--- src/rtl/turbo_pkg.sv ---
// Constants shared by the 7-symbol turbo interleaver and deinterleaver.
// Tables give, for each output slot, the arrival index it is read from.
package turbo_pkg;

  localparam int FRAME_LEN = 7;
  localparam int CNT_W     = 3;

  typedef logic [CNT_W-1:0] cnt_t;

  localparam cnt_t DEINT_SRC [FRAME_LEN] = '{3'd0, 3'd3, 3'd5, 3'd2, 3'd4, 3'd6, 3'd1};
  localparam cnt_t INT_SRC   [FRAME_LEN] = '{3'd0, 3'd6, 3'd3, 3'd1, 3'd4, 3'd2, 3'd5};

  function automatic cnt_t deint_src(input cnt_t j);
    cnt_t src;
    src = '0;
    for (int i = 0; i < FRAME_LEN; i++) begin
      if (j == cnt_t'(i)) src = DEINT_SRC[i];
    end
    return src;
  endfunction

endpackage

--- src/rtl/pingpong_frame_buf.sv ---
// Two-bank frame store with per-bank full flags; write into the bank being filled while the other drains.
// Reads are combinational from registered state; the writer stalls whenever its target bank is still full.
module pingpong_frame_buf
  import turbo_pkg::*;
#(
  parameter int W = 8
) (
  input  logic         i_clk,
  input  logic         i_rst,
  input  logic         i_wr_en,
  input  cnt_t         i_wr_addr,
  input  logic [W-1:0] i_wr_dat,
  input  logic         i_wr_commit,
  input  cnt_t         i_rd_addr,
  input  logic         i_rd_release,
  output logic         o_wr_full,
  output logic         o_rd_full,
  output logic [W-1:0] o_rd_dat
);

  logic [W-1:0] r_mem [2][FRAME_LEN];
  logic [1:0]   r_full;
  logic         r_wbank;
  logic         r_rbank;

  // Commit and release always address different banks: commit targets a
  // non-full bank, release a full one, so both updates can land together.
  always_ff @(posedge i_clk) begin
    if (i_rst) begin
      r_full  <= '0;
      r_wbank <= 1'b0;
      r_rbank <= 1'b0;
    end else begin
      if (i_wr_commit) begin
        r_full[r_wbank] <= 1'b1;
        r_wbank         <= ~r_wbank;
      end
      if (i_rd_release) begin
        r_full[r_rbank] <= 1'b0;
        r_rbank         <= ~r_rbank;
      end
    end
  end

  always_ff @(posedge i_clk) begin
    if (i_wr_en) r_mem[r_wbank][i_wr_addr] <= i_wr_dat;
  end

  assign o_wr_full = r_full[r_wbank];
  assign o_rd_full = r_full[r_rbank];
  assign o_rd_dat  = r_mem[r_rbank][i_rd_addr];

endmodule

--- src/rtl/turbo_deinterleaver.sv ---
// Streaming 7-symbol turbo deinterleaver over a ping-pong buffer: first output the cycle after the 7th accept,
// 1 symbol/cycle sustained; in_ready_o drops only while both banks hold unread frames.
module turbo_deinterleaver
  import turbo_pkg::*;
#(
  parameter int W = 8,
  parameter int N = FRAME_LEN
) (
  input  logic         clk_p_i,
  input  logic         reset_i,
  input  logic         in_valid_i,
  output logic         in_ready_o,
  input  logic [W-1:0] in_data_i,
  input  logic         in_last_i,
  output logic         out_valid_o,
  input  logic         out_ready_i,
  output logic [W-1:0] out_data_o,
  output logic         out_last_o,
  output logic         frame_err_o
);

  localparam cnt_t LAST = cnt_t'(N - 1);

  cnt_t         r_wcnt;
  cnt_t         r_rcnt;
  logic         r_frame_err;
  logic         w_wr_full;
  logic         w_rd_full;
  logic         w_in_fire;
  logic         w_out_fire;
  logic         w_wr_last;
  logic         w_rd_last;
  logic         w_commit;
  logic         w_release;
  logic [W-1:0] w_rd_dat;

  assign w_in_fire  = in_valid_i && !w_wr_full;
  assign w_wr_last  = (r_wcnt == LAST);
  assign w_rd_last  = (r_rcnt == LAST);
  assign w_out_fire = w_rd_full && out_ready_i;
  // Only a frame whose in_last_i lines up with slot 6 becomes readable.
  assign w_commit   = w_in_fire && w_wr_last && in_last_i;
  assign w_release  = w_out_fire && w_rd_last;

  assign in_ready_o  = !w_wr_full;
  assign out_valid_o = w_rd_full;
  assign out_data_o  = w_rd_dat;
  assign out_last_o  = w_rd_full && w_rd_last;
  assign frame_err_o = r_frame_err;

  always_ff @(posedge clk_p_i) begin
    if (reset_i) begin
      r_wcnt      <= '0;
      r_rcnt      <= '0;
      r_frame_err <= 1'b0;
    end else begin
      r_frame_err <= w_in_fire && (in_last_i != w_wr_last);
      // An early in_last_i also restarts the frame, discarding the partial one.
      if (w_in_fire) r_wcnt <= (w_wr_last || in_last_i) ? '0 : r_wcnt + cnt_t'(1);
      if (w_out_fire) r_rcnt <= w_rd_last ? '0 : r_rcnt + cnt_t'(1);
    end
  end

  pingpong_frame_buf #(
    .W(W)
  ) u_buf (
    .i_clk       (clk_p_i),
    .i_rst       (reset_i),
    .i_wr_en     (w_in_fire),
    .i_wr_addr   (r_wcnt),
    .i_wr_dat    (in_data_i),
    .i_wr_commit (w_commit),
    .i_rd_addr   (deint_src(r_rcnt)),
    .i_rd_release(w_release),
    .o_wr_full   (w_wr_full),
    .o_rd_full   (w_rd_full),
    .o_rd_dat    (w_rd_dat)
  );

endmodule

--- config.mk ---
export PLATFORM = sky130hd
export DESIGN_NAME = turbo_deinterleaver
export DESIGN_NICKNAME = d
export VERILOG_FILES = /design/src/rtl/turbo_pkg.sv /design/src/rtl/pingpong_frame_buf.sv /design/src/rtl/turbo_deinterleaver.sv
export SDC_FILE = /design/constraint.sdc
export NUM_CORES = 1
export LEC_CHECK = 0
export BUFFER_PORTS_ARGS = -buffer_cell sky130_fd_sc_hd__clkbuf_2
export CORE_ASPECT_RATIO = 1.25
export CORE_MARGIN = 2
export CORE_UTILIZATION = 53
export DETAILED_ROUTE_END_ITERATION = 10
export PLACE_DENSITY = 0.7
export SLEW_MARGIN = 20
export SYNTH_ARGS = -nofsm -noshare
export SYNTH_HDL_FRONTEND = slang
export SYNTH_SLANG_ARGS = --single-unit
--- constraint.sdc ---
create_clock -name clk_p_i -period 2.8 [get_ports clk_p_i]
set_input_delay 0.14 -clock clk_p_i [delete_from_list [all_inputs] [get_ports clk_p_i]]
set_output_delay 0.14 -clock clk_p_i [all_outputs]
set_load 0.05 [all_outputs]
## Yosys cells after proc, flatten, opt, wreduce, memory -nomap -nowiden

Memory sizes are Yosys's and may differ from the RTL's. A register that Yosys moved wholly into a read port is not among the register bits.
Cells that the tools add are included.

- Flip-flop bits (word level): 11
- RAM bits: 112
- Bits of input ports: 13
- Output and inout port bits: 12
- Word-level logic and storage cells: 71
- Memories kept: 1

Memories:

| name | words | bits a word | read ports | clocked after Yosys merged registers in | wr ports | line | source |
|---|---|---|---|---|---|---|---|
| u_buf.r_mem | 2 | 56 | 1 | 1 | 1 | pingpong_frame_buf.sv:21 | `logic [W-1:0] r_mem [2][FRAME_LEN];` |

- Add/sub/neg operators: 2
- Magnitude comparators: 7
- Eq/ne operators: 8
- Muxes and demuxes: 28
- Bitwise gates (word level): 7
- Reductions and logical operators: 12

Operators with widths:

| kind | number |
|---|---|
| 56-bit two-way mux | 1 |
| 8-bit binary-select mux with 3-bit select | 1 |
| 8-bit demux with 3-bit select | 1 |
| 8-bit two-way mux | 3 |
| 3-bit two-way mux | 7 |
| 3-bit equality test (second input constant) | 4 |
| 1-bit logical AND | 10 |
| 1-bit two-way mux | 9 |
| 4-bit >= comparator (second input constant) | 2 |
| 2-bit two-way mux | 4 |
| 3-bit NOT with 4-bit output | 2 |
| 3-bit by 1-bit adder with 3-bit output (second input constant) | 2 |
| 3-bit by 2-bit equality test with 1-bit output (second input constant) | 2 |
| 1-bit by 2-bit < comparator with 1-bit output (second input constant) | 2 |
| 4-bit by 1-bit < comparator with 1-bit output (second input constant) | 1 |
| 3-bit by 1-bit equality test with 1-bit output (second input constant) | 1 |
| 2-bit bitwise AND | 1 |
| 1-bit demux with 1-bit select | 2 |
| 1-bit >= comparator (second input constant) | 2 |
| 1-bit NOT | 2 |
| 2-bit NOT | 1 |
| 2-bit OR | 1 |
| 1-bit logical NOT | 1 |
| 1-bit logical OR | 1 |
| 1-bit inequality test | 1 |

## Depth between registers and ports, before layout

Gate-level depths: netlist (run 1).

- Depth in word-level cells: 11
- Depth in mapped cells: 11
- Mapped depth without buffers: 8

## Modules after synthesis

From an unflattened synthesis (run 1), not the netlist that was laid out.

- Cells, all modules: 288
- Area, all modules: 5018.6 µm²

Modules (own cells, without submodules):

| module | instances | cells each | area an instance (µm²) | seq. area each (µm²) |
|---|---|---|---|---|
| pingpong_frame_buf | 1 | 237 | 4593.2 | 3463.3 |
| turbo_deinterleaver | 1 | 51 | 425.4 | 140.1 |

## Worst setup path after synthesis (run 1)

Ideal clock, no wire load.

- Path type: reg2reg
- From: register u_buf.r_wbank
- To: memory u_buf.r_mem[0][48] in the netlist's numbering, enable pin
- Data arrival time: 2.828 ns
- Data required time: 2.417 ns
- Path slack: -0.411 ns
- Cell stages (with the launch flop): 6
- Buffers on the path: 1
- Clock period less this slack: 3.211 ns
- Path through: dfxtp_1 -> clkbuf_1 -> mux2i_1 -> nand2_1 -> or3_1 -> nor3_1

- Word-level cells in the longest chain between the ends: 6

RTL lines:

| what | line | source |
|---|---|---|
| start: declaration | pingpong_frame_buf.sv:23 | `logic r_wbank;` |
| start signal: assignment | pingpong_frame_buf.sv:36 | `r_wbank <= ~r_wbank;` |
| 1-bit two-way mux (implied by the code) (2 in series) | pingpong_frame_buf.sv:49 | `assign o_wr_full = r_full[r_wbank];` |
| 1-bit logical NOT | n/a |  |
| net in_ready_o | turbo_deinterleaver.sv:12 | `output logic in_ready_o,` |
| 1-bit logical AND | turbo_deinterleaver.sv:37 | `assign w_in_fire = in_valid_i && !w_wr_full;` |
| 1-bit two-way mux | pingpong_frame_buf.sv:46 | `if (i_wr_en) r_mem[r_wbank][i_wr_addr] <= i_wr_dat;` |
| 56-bit two-way mux (implied by the code) | pingpong_frame_buf.sv:46 |  |
| end: declaration | pingpong_frame_buf.sv:21 |  |

The timed path passes the listed nets, and every way through them passes these cells. The select of a mux whose other input is x is not followed.

## Worst setup path after layout (run 1)

- From: register r_rcnt[0]
- To: output port out_data_o[2]

- Word-level cells in the longest chain between the ends: 11

RTL lines:

| what | line | source |
|---|---|---|
| start: declaration | turbo_deinterleaver.sv:25 | `cnt_t r_rcnt;` |
| start signal: assignment | turbo_deinterleaver.sv:60 | `if (w_out_fire) r_rcnt <= w_rd_last ? '0 : r_rcnt + cnt_t'(1);` |
| 3-bit by 1-bit equality test with 1-bit output | turbo_pkg.sv:17 | `if (j == cnt_t'(i)) src = DEINT_SRC[i];` |
| 2-bit two-way mux | turbo_pkg.sv:17 |  |
| 3-bit two-way mux (4 in series) | turbo_pkg.sv:17 |  |
| 3-bit two-way mux * | turbo_pkg.sv:17 |  |
| 3-bit NOT with 4-bit output (implied by the code) * | pingpong_frame_buf.sv:51 | `assign o_rd_dat = r_mem[r_rbank][i_rd_addr];` |
| 8-bit binary-select mux with 3-bit select * | pingpong_frame_buf.sv:51 |  |
| 8-bit two-way mux (implied by the code) * (2 in series) | pingpong_frame_buf.sv:51 |  |
| end: declaration | turbo_deinterleaver.sv:17 | `output logic [W-1:0] out_data_o,` |

Mark *: on every way between the ends. The rest lies on a longest branch, timed or not. The select of a mux whose other input is x is not followed.

==> results of run 1 <==
sequential cells by signal, indices dropped and copies added (netlist names), named ones only:
| name | count |
|---|---|
| frame_err_o | 1 |
| r_rcnt | 3 |
| u_buf.r_rbank | 1 |
| u_buf.r_mem | 112 |
| r_wcnt | 3 |
| u_buf.r_full | 2 |
| u_buf.r_wbank | 1 |
layer usage:
metal  GRT usage, %  vias to the layer above  share of wire [%]  wire length [um]
met5              0                        -                  0                 0
met4           11.0                        0                3.6               480
met3           5.99                       39                5.1               681
met2           38.5                      147                 49              6620
met1           33.0                     1870                 42              5610
li1               -                     1735                  -                 -
final cells by class:
cell class | count | area [um2] | share of cell area, %
flip-flops and latches | 124 | 3610 | 51.5
multi-input cells | 257 | 1940 | 27.7
repair buffers | 70 | 647 | 9.24
clock buffers | 17 | 425 | 6.08
clock inverters | 15 | 185 | 2.64
well taps | 129 | 161 | 2.31
inverters | 8 | 36.3 | 0.518
worst max-delay path by stage:
stage                                           from                           end  slack, ns  cells after the start
after floorplan           u_buf.r_wbank$_SDFFE_PP0N_  u_buf.r_mem[0][48]$_DFFE_PP_       0.09                      5
after global placement        r_rcnt[1]$_SDFFE_PP0P_                 out_data_o[7]       0.18                      9
after detailed placement      r_rcnt[1]$_SDFFE_PP0P_                 out_data_o[1]       0.14                      9
after CTS                     r_rcnt[1]$_SDFFE_PP0P_                 out_data_o[0]     -0.008                     12
after global routing          r_rcnt[0]$_SDFFE_PP0P_                 out_data_o[2]       -0.1                     12
final                         r_rcnt[0]$_SDFFE_PP0P_                 out_data_o[2]       0.01                     12
placed cells by master, fill, tap and decap left out, types with 3 or more instances in the layout:
| cell | synthesis | final |
|---|---|---|
| inv_6 | 0 | 5 |
| o221ai_1 | 8 | 8 |
| ha_1 | 4 | 3 |
| buf_6 | 2 | 3 |
| o22ai_1 | 3 | 3 |
| buf_4 | 1 | 38 |
| clkbuf_8 | 0 | 4 |
| dfxtp_1 | 12 | 9 |
| mux2_2 | 16 | 16 |
| mux2_1 | 5 | 5 |
| nor3b_1 | 9 | 6 |
| nand2b_1 | 12 | 9 |
| nand2_1 | 29 | 28 |
| buf_12 | 0 | 3 |
| a21oi_1 | 22 | 20 |
| nor2_1 | 27 | 27 |
| o221a_1 | 7 | 7 |
| o21ai_0 | 11 | 11 |
| clkbuf_2 | 0 | 16 |
| nor3b_2 | 0 | 3 |
| nor3_1 | 15 | 14 |
| dfxtp_2 | 0 | 3 |
| clkinvlp_4 | 0 | 4 |
| clkbuf_16 | 0 | 20 |
| nor2b_1 | 12 | 10 |
| edfxtp_1 | 112 | 112 |
| nand3_1 | 5 | 5 |
| a221oi_1 | 5 | 4 |
| o31ai_1 | 11 | 11 |
| a211oi_2 | 7 | 14 |
| mux2i_1 | 17 | 16 |
| bufinv_16 | 0 | 3 |
| inv_1 | 5 | 4 |
per-stage QoR:
step / utilization [%] / hold WS (ns) / std cells / TNS [ns] / instance area (um2)
after CTS: 66.5 / 0.0537 / 606 / -0.00992 / 6760
after global placement: 58.8 / 0.415 / 570 / 0 / 5970
final: 68.9 / 0.0622 / 620 / 0 / 7000
after global routing: 68.9 / 0.0809 / 620 / -0.265 / 7000
after floorplan: - / 0.216 / 412 / 0 / 5550
after detailed placement: 58.8 / 0.407 / 570 / 0 / 5970
kinds of logic (layout without fill, tap and decap cells):
logic type	Yosys count	in the layout	synth area share (%)
flip-flops	124	124	65.1
AND/OR/NAND/NOR	120	120	10.9
AO/OA/AOI/OAI	93	93	12.9
multiplexers	38	38	7.35
buffers and inverters	31	110	2.55
adder cells (fa/ha/maj)	4	4	0.904
XOR/XNOR	2	2	0.317
worst max-delay path, stage by stage, from the launching register on:
cell and delay [ns]:
dfxtp_2 0.34, nand2_2 0.06, inv_2 0.07, ha_4 0.19, nand2b_4 0.09, a22oi_4 0.22, buf_6 0.13, buf_12 0.13
buf_6 0.11, mux2i_1 0.07, o221a_1 0.27, a211oi_2 0.31, clkbuf_16 0.23
timing repair:
item	CTS	global route
endpoints found under the hold margin	1	0
pin swaps	4	18
setup buffers	2	12
endpoints found under the setup margin	8	8
resized for setup	26	31
cloned	1	2
hold buffers	1	0
power by group:
part / internal, mW / switching (mW) / total [mW]
combinational: 0.0497 / 0.0947 / 0.144
sequential: 2.03 / 0.00391 / 2.03
clock: 1.41 / 0.849 / 2.26
total: 3.49 / 0.947 / 4.44
==> results_dict.tcl, run 1 <==
set metrics [dict create \
    ys_ff_latch 124 \
    synthTopCellsByCount "edfxtp_1, nand2_1, nor2_1" \
    antenna_found_initial 0 \
    hp-class "in2reg" \
    placementRows 41 \
    vias 3791 \
    r2r-start "u_buf.r_wbank$_SDFFE_PP0N_" \
    port_buffers 24 \
    netlist_instances 412 \
    min_period_ns 2.79 \
    worstMarginPinSlew_ns 0.720 \
    synth_top_area_share_pct 60.8 \
    hpwl_mm 7.97 \
    clkTransAtPathRegs_ns 0.06 \
    ys_warn_count 0 \
    max_slew_margin_pct 52.0 \
    critPathCaptureType "output pin" \
    die_x_um 95.4 \
    synth_edf_count 112 \
    ir_drop_uv 714 \
    synth.distinct_cells 47 \
    initial_core_util_pct 54.5 \
    grt_max_degree 28 \
    cts_tree "built" \
    r2r_end "u_buf.r_mem[0][46]$_DFFE_PP_" \
    required_ns 2.66 \
    synthTopCellsByArea "edfxtp_1, dfxtp_1, mux2_2" \
    cts_sinks 124 \
    vias_per_cell 6.11 \
    cts-buffers-inserted 17 \
    hold_end "r_rcnt[1]$_SDFFE_PP0P_" \
    ant_nets 0 \
    synthToLayoutAreaGrowth_pct 26.5 \
    hold_violations 0 \
    io_pins 25 \
    grt_use_total_pct 24.8 \
    worst_setup_path_start_kind "register" \
    cts_buffer_depth 2 \
    fin_skew_ns 0.0135 \
    syn_avg_cell_area_um2 13.4 \
    fp.dieH_um 118 \
    place_congestion 0.900 \
    syn_nets 429 \
    rrSetupSlack_ns 0.65 \
    wl_mm 13.4 \
    fill_cells 709 \
    layout.nets 495 \
    htreeDepth 4 \
    grt_pass1_wl_mm 20.1 \
    synth-seq-area-share_pct 65.1 \
    whs_path_depth 2 \
    p_leak_nw 2.45 \
    status "finished, final reports clean" \
    synth_area_leader_cell "edfxtp_1" \
    max-cap-violations 0 \
    min_from "reset_i" \
    grt_overflow 0 \
    clk_latency_ns 0.43 \
    drt_iter0_drc 367 \
    grt_pass1_vias 3714 \
    slew_violations 0 \
    firstDrtPassIters 5 \
    drive_gt1_share_pct 32.4 \
    finalWorstSetupSlack_ns 0.0103 \
    die_area_mm2 0.0113 \
    core-area_mm2 0.0102 \
    syn_area_mm2 0.00553 \
    wire_per_inst_um 21.6 \
    root_buffer "clkbuf_16" \
    dp_slack_ns 0.140 \
    power_density_mw_per_mm2 634 \
    grt_setup_unrepaired "yes" \
    arrival_ns 2.65 \
    worst_r2r_path_depth 5 \
    critical_path_class "reg2out" \
    drc 0 \
    max_freq_ghz 0.358 \
    synthFlopType "edfxtp_1" \
    fin_crit_sh_pct 99.6 \
    diodes 0 \
    cp_max_fo 7 \
    synth-async-reset-ratio_pct 0 \
    synth.most_common_cell "edfxtp_1" \
    final-setup-viol-count 0 \
    total_power_mw 4.44 \
]
(Power assumes the default switching activity.)
==> run 2: changes to the inputs <==
--- a/config.mk
+++ b/config.mk
@@ -14,4 +14,5 @@
 export SLEW_MARGIN = 20
 export SYNTH_ARGS = -nofsm -noshare
 export SYNTH_HDL_FRONTEND = slang
+export SYNTH_HIERARCHICAL = 1
 export SYNTH_SLANG_ARGS = --single-unit
==> run 2 against run 1 <==
Net effect:
- clock-buffer cell count increased by 4
- via count decreased by 26%
- sequential share of layout area increased by 7.9 points
- non-clock buffer count decreased by 19
- die area decreased by 9.0%
- critical path type unchanged
- critical endpoint unchanged
==> results_dict.tcl, run 2 <==
set metrics [dict create \
    synth_edf_count 112 \
    hold_violations 0 \
    syn_avg_cell_area_um2 17.4 \
    p_leak_nw 2.00 \
    cts-buffers-inserted 17 \
    grt_max_degree 37 \
    p_int_mw 3.44 \
    power_frac_seq_pct 48.1 \
    arrival_ns 2.52 \
    final_cell_mix "edfxtp_1, buf_4, clkbuf_16, mux4_2, clkbuf_2" \
    ant_nets 0 \
    reg.largest.list "u_buf/r_mem: 112 flops, r_rcnt: 3 flops, r_wcnt: 3 flops" \
    layout.nets 364 \
    place_area_mm2 0.00542 \
    place_congestion 0.765 \
    fp.dieH_um 113 \
    setup_tns_ns 0 \
    clkTransAtPathRegs_ns 0.05 \
    root_buffer "clkbuf_16" \
    initial_core_util_pct 54.7 \
    final-seq-area_mm2 0.00361 \
    dp_slack_ns 0.336 \
    slew_violations 0 \
    synth_xor_area_share_pct 0.349 \
    multiInputGateArea_mm2 0.00136 \
    max-cap-violations 0 \
    ys_warn_count 6 \
    grt_use_total_pct 20.9 \
    critPathCaptureType "output pin" \
    final-setup-viol-count 0 \
    io_pins 25 \
    required_ns 2.66 \
    holdBufCountCts 0 \
    synthTopCellsByCount "edfxtp_1, mux4_2" \
    rrSetupSlack_ns 0.52 \
    max_slew_margin_pct 71.6 \
    worst_r2r_path_depth 6 \
    synth_fa_ha_area_share_pct 0.997 \
    synthFlopType "edfxtp_1" \
    fin_skew_ns 0.00714 \
    grt_setup_unrepaired "no" \
    min_period_ns 2.66 \
    die_area_mm2 0.0103 \
    netlist_instances 288 \
    synth.most_common_cell "edfxtp_1" \
    cp-startpoint "r_rcnt[2]$_SDFFE_PP0P_" \
    synth_top_area_share_pct 67.0 \
    power_density_mw_per_mm2 699 \
    synthToLayoutAreaGrowth_pct 20.9 \
    max_freq_ghz 0.376 \
    syn_nets 305 \
    synth-async-reset-ratio_pct 0 \
    port_buffers 24 \
    switching_share_pct 18.8 \
    synth_area_leader_cell "edfxtp_1" \
    grt_overflow 0 \
    fin_crit_sh_pct 95.1 \
    synth-simple-area-share_pct 6.08 \
    whs_path_depth 2 \
    cts_tree "built" \
    vias 2796 \
    synth.mux.area_fraction_pct 12.9 \
    diodes 0 \
    critical_path_class "reg2out" \
    postLayoutCellArea_mm2 0.00607 \
    synth_top_family_by_area "multiplexers" \
    worst_setup_path_start_kind "register" \
    cp_max_fo 19 \
    combPwrFrac_pct 2.7 \
    worstMarginPinSlew_ns 0.422 \
    grt_pass1_wl_mm 15.6 \
    wire_per_inst_um 20.3 \
    firstDrtPassIters 4 \
    min_from "reset_i" \
    largest_reg_flops 112 \
    finalWorstSetupSlack_ns 0.138 \
    syn_area_mm2 0.00502 \
    hold_end "r_rcnt[2]$_SDFFE_PP0P_" \
    synthTopCellsByArea "edfxtp_1, mux4_2, dfxtp_1" \
    hold_slack_ns 0.0618 \
    ys_ff_latch 124 \
    drive_gt1_share_pct 31.9 \
    vias_per_cell 5.79 \
    die_x_um 91.0 \
    drc 0 \
    ir_drop_uv 548 \
    antenna_found_initial 0 \
    final_common_cell "edfxtp_1" \
    htreeDepth 4 \
    r2r-start "u_buf/r_wbank$_SDFFE_PP0P_" \
    placementRows 39 \
    synth_compound_area_share_pct 5.86 \
    drt_iter0_drc 186 \
    fill_cells 663 \
    max_flop_register "u_buf/r_mem" \
    cts_buffer_depth 2 \
    wl_mm 9.82 \
    p_switching_mw 0.796 \
    clockPowerShare_pct 49.2 \
    clk_latency_ns 0.40 \
    synth-seq-area-share_pct 71.8 \
    hp-class "in2reg" \
    cts_sinks 124 \
    status "finished, final reports clean" \
    hpwl_mm 6.25 \
    grt_pass1_vias 2813 \
    r2r_end "u_buf/r_mem[1][54]$_DFFE_PP_" \
    core-area_mm2 0.00917 \
    synth.distinct_cells 42 \
]
==> run 2: metal layers <==
| metal | up-vias | GRT usage, % | wire (um) |
|---|---|---|---|
| li1 | 1279 | - | - |
| met1 | 1415 | 26.8 | 4230 |
| met2 | 92 | 33.1 | 4920 |
| met3 | 10 | 6.92 | 546 |
| met4 | 0 | 8.69 | 123 |
| met5 | - | 0 | 0 |
==> run 2: cell families (layout without fill, tap and decap cells) <==
group                    Yosys count  after routing
AO/OA/AOI/OAI                     45             45
XOR/XNOR                           2              2
adder cells (fa/ha/maj)            4              4
buffers and inverters             17             89
flip-flops                       124            124
multiplexers                      38             38
AND/OR/NAND/NOR                   58             58
==> run 2: worst max path at each step <==
stage	endpoint	slack (ns)
2_1_floorplan	out_data_o[3]	0.13
3_3_place_gp	out_data_o[1]	0.36
3_5_place_dp	out_data_o[7]	0.34
4_1_cts	out_data_o[7]	-0.03
5_1_grt	out_data_o[4]	0.003
6_report	out_data_o[2]	0.14
==> run 2: per-stage QoR <==
stage / instances / utilization, % / total power, mW
floorplan: 288 / - / 2.13
global placement: 449 / 59.1 / 2.18
detailed placement: 449 / 59.1 / 2.19
CTS: 481 / 65.3 / 4.27
global route: 483 / 66.1 / 4.37
finish: 483 / 66.1 / 4.24
==> run 2: layout make-up <==
class                   count  share of cell area, %
inverters                   6                  0.371
well taps                 123                   2.54
flip-flops and latches    124                   59.5
multi-input cells         147                   22.4
clock inverters            11                   2.06
repair buffers             51                   5.88
clock buffers              21                   7.26
==> run 2: timing repair <==
action                     CTS  global route
pin swaps                    0             1
gates resized for setup      2            28
setup buffers                0             2
setup endpoints to repair    7             8
==> run 2: power by group through the flow <==
| stage | Clock, mW | Combinational, mW | Sequential (mW) |
|---|---|---|---|
| 3_5_place_dp | 0 | 0.111 | 2.08 |
| 3_3_place_gp | 0 | 0.109 | 2.08 |
| 6_report | 2.09 | 0.114 | 2.04 |
| 2_1_floorplan | 0 | 0.0580 | 2.08 |
| 4_1_cts | 2.11 | 0.112 | 2.04 |
| 5_1_grt | 2.21 | 0.124 | 2.04 |
==> run 2: worst max-delay path, stage by stage, from the launching register on <==
cell and delay [ns]:
dfxtp_2 0.38, inv_1 0.14, ha_1 0.27, or3_1 0.35, o21ai_1 0.10, buf_6 0.21, nor2b_4 0.23, a22oi_1 0.11
nand2_1 0.08, buf_2 0.26
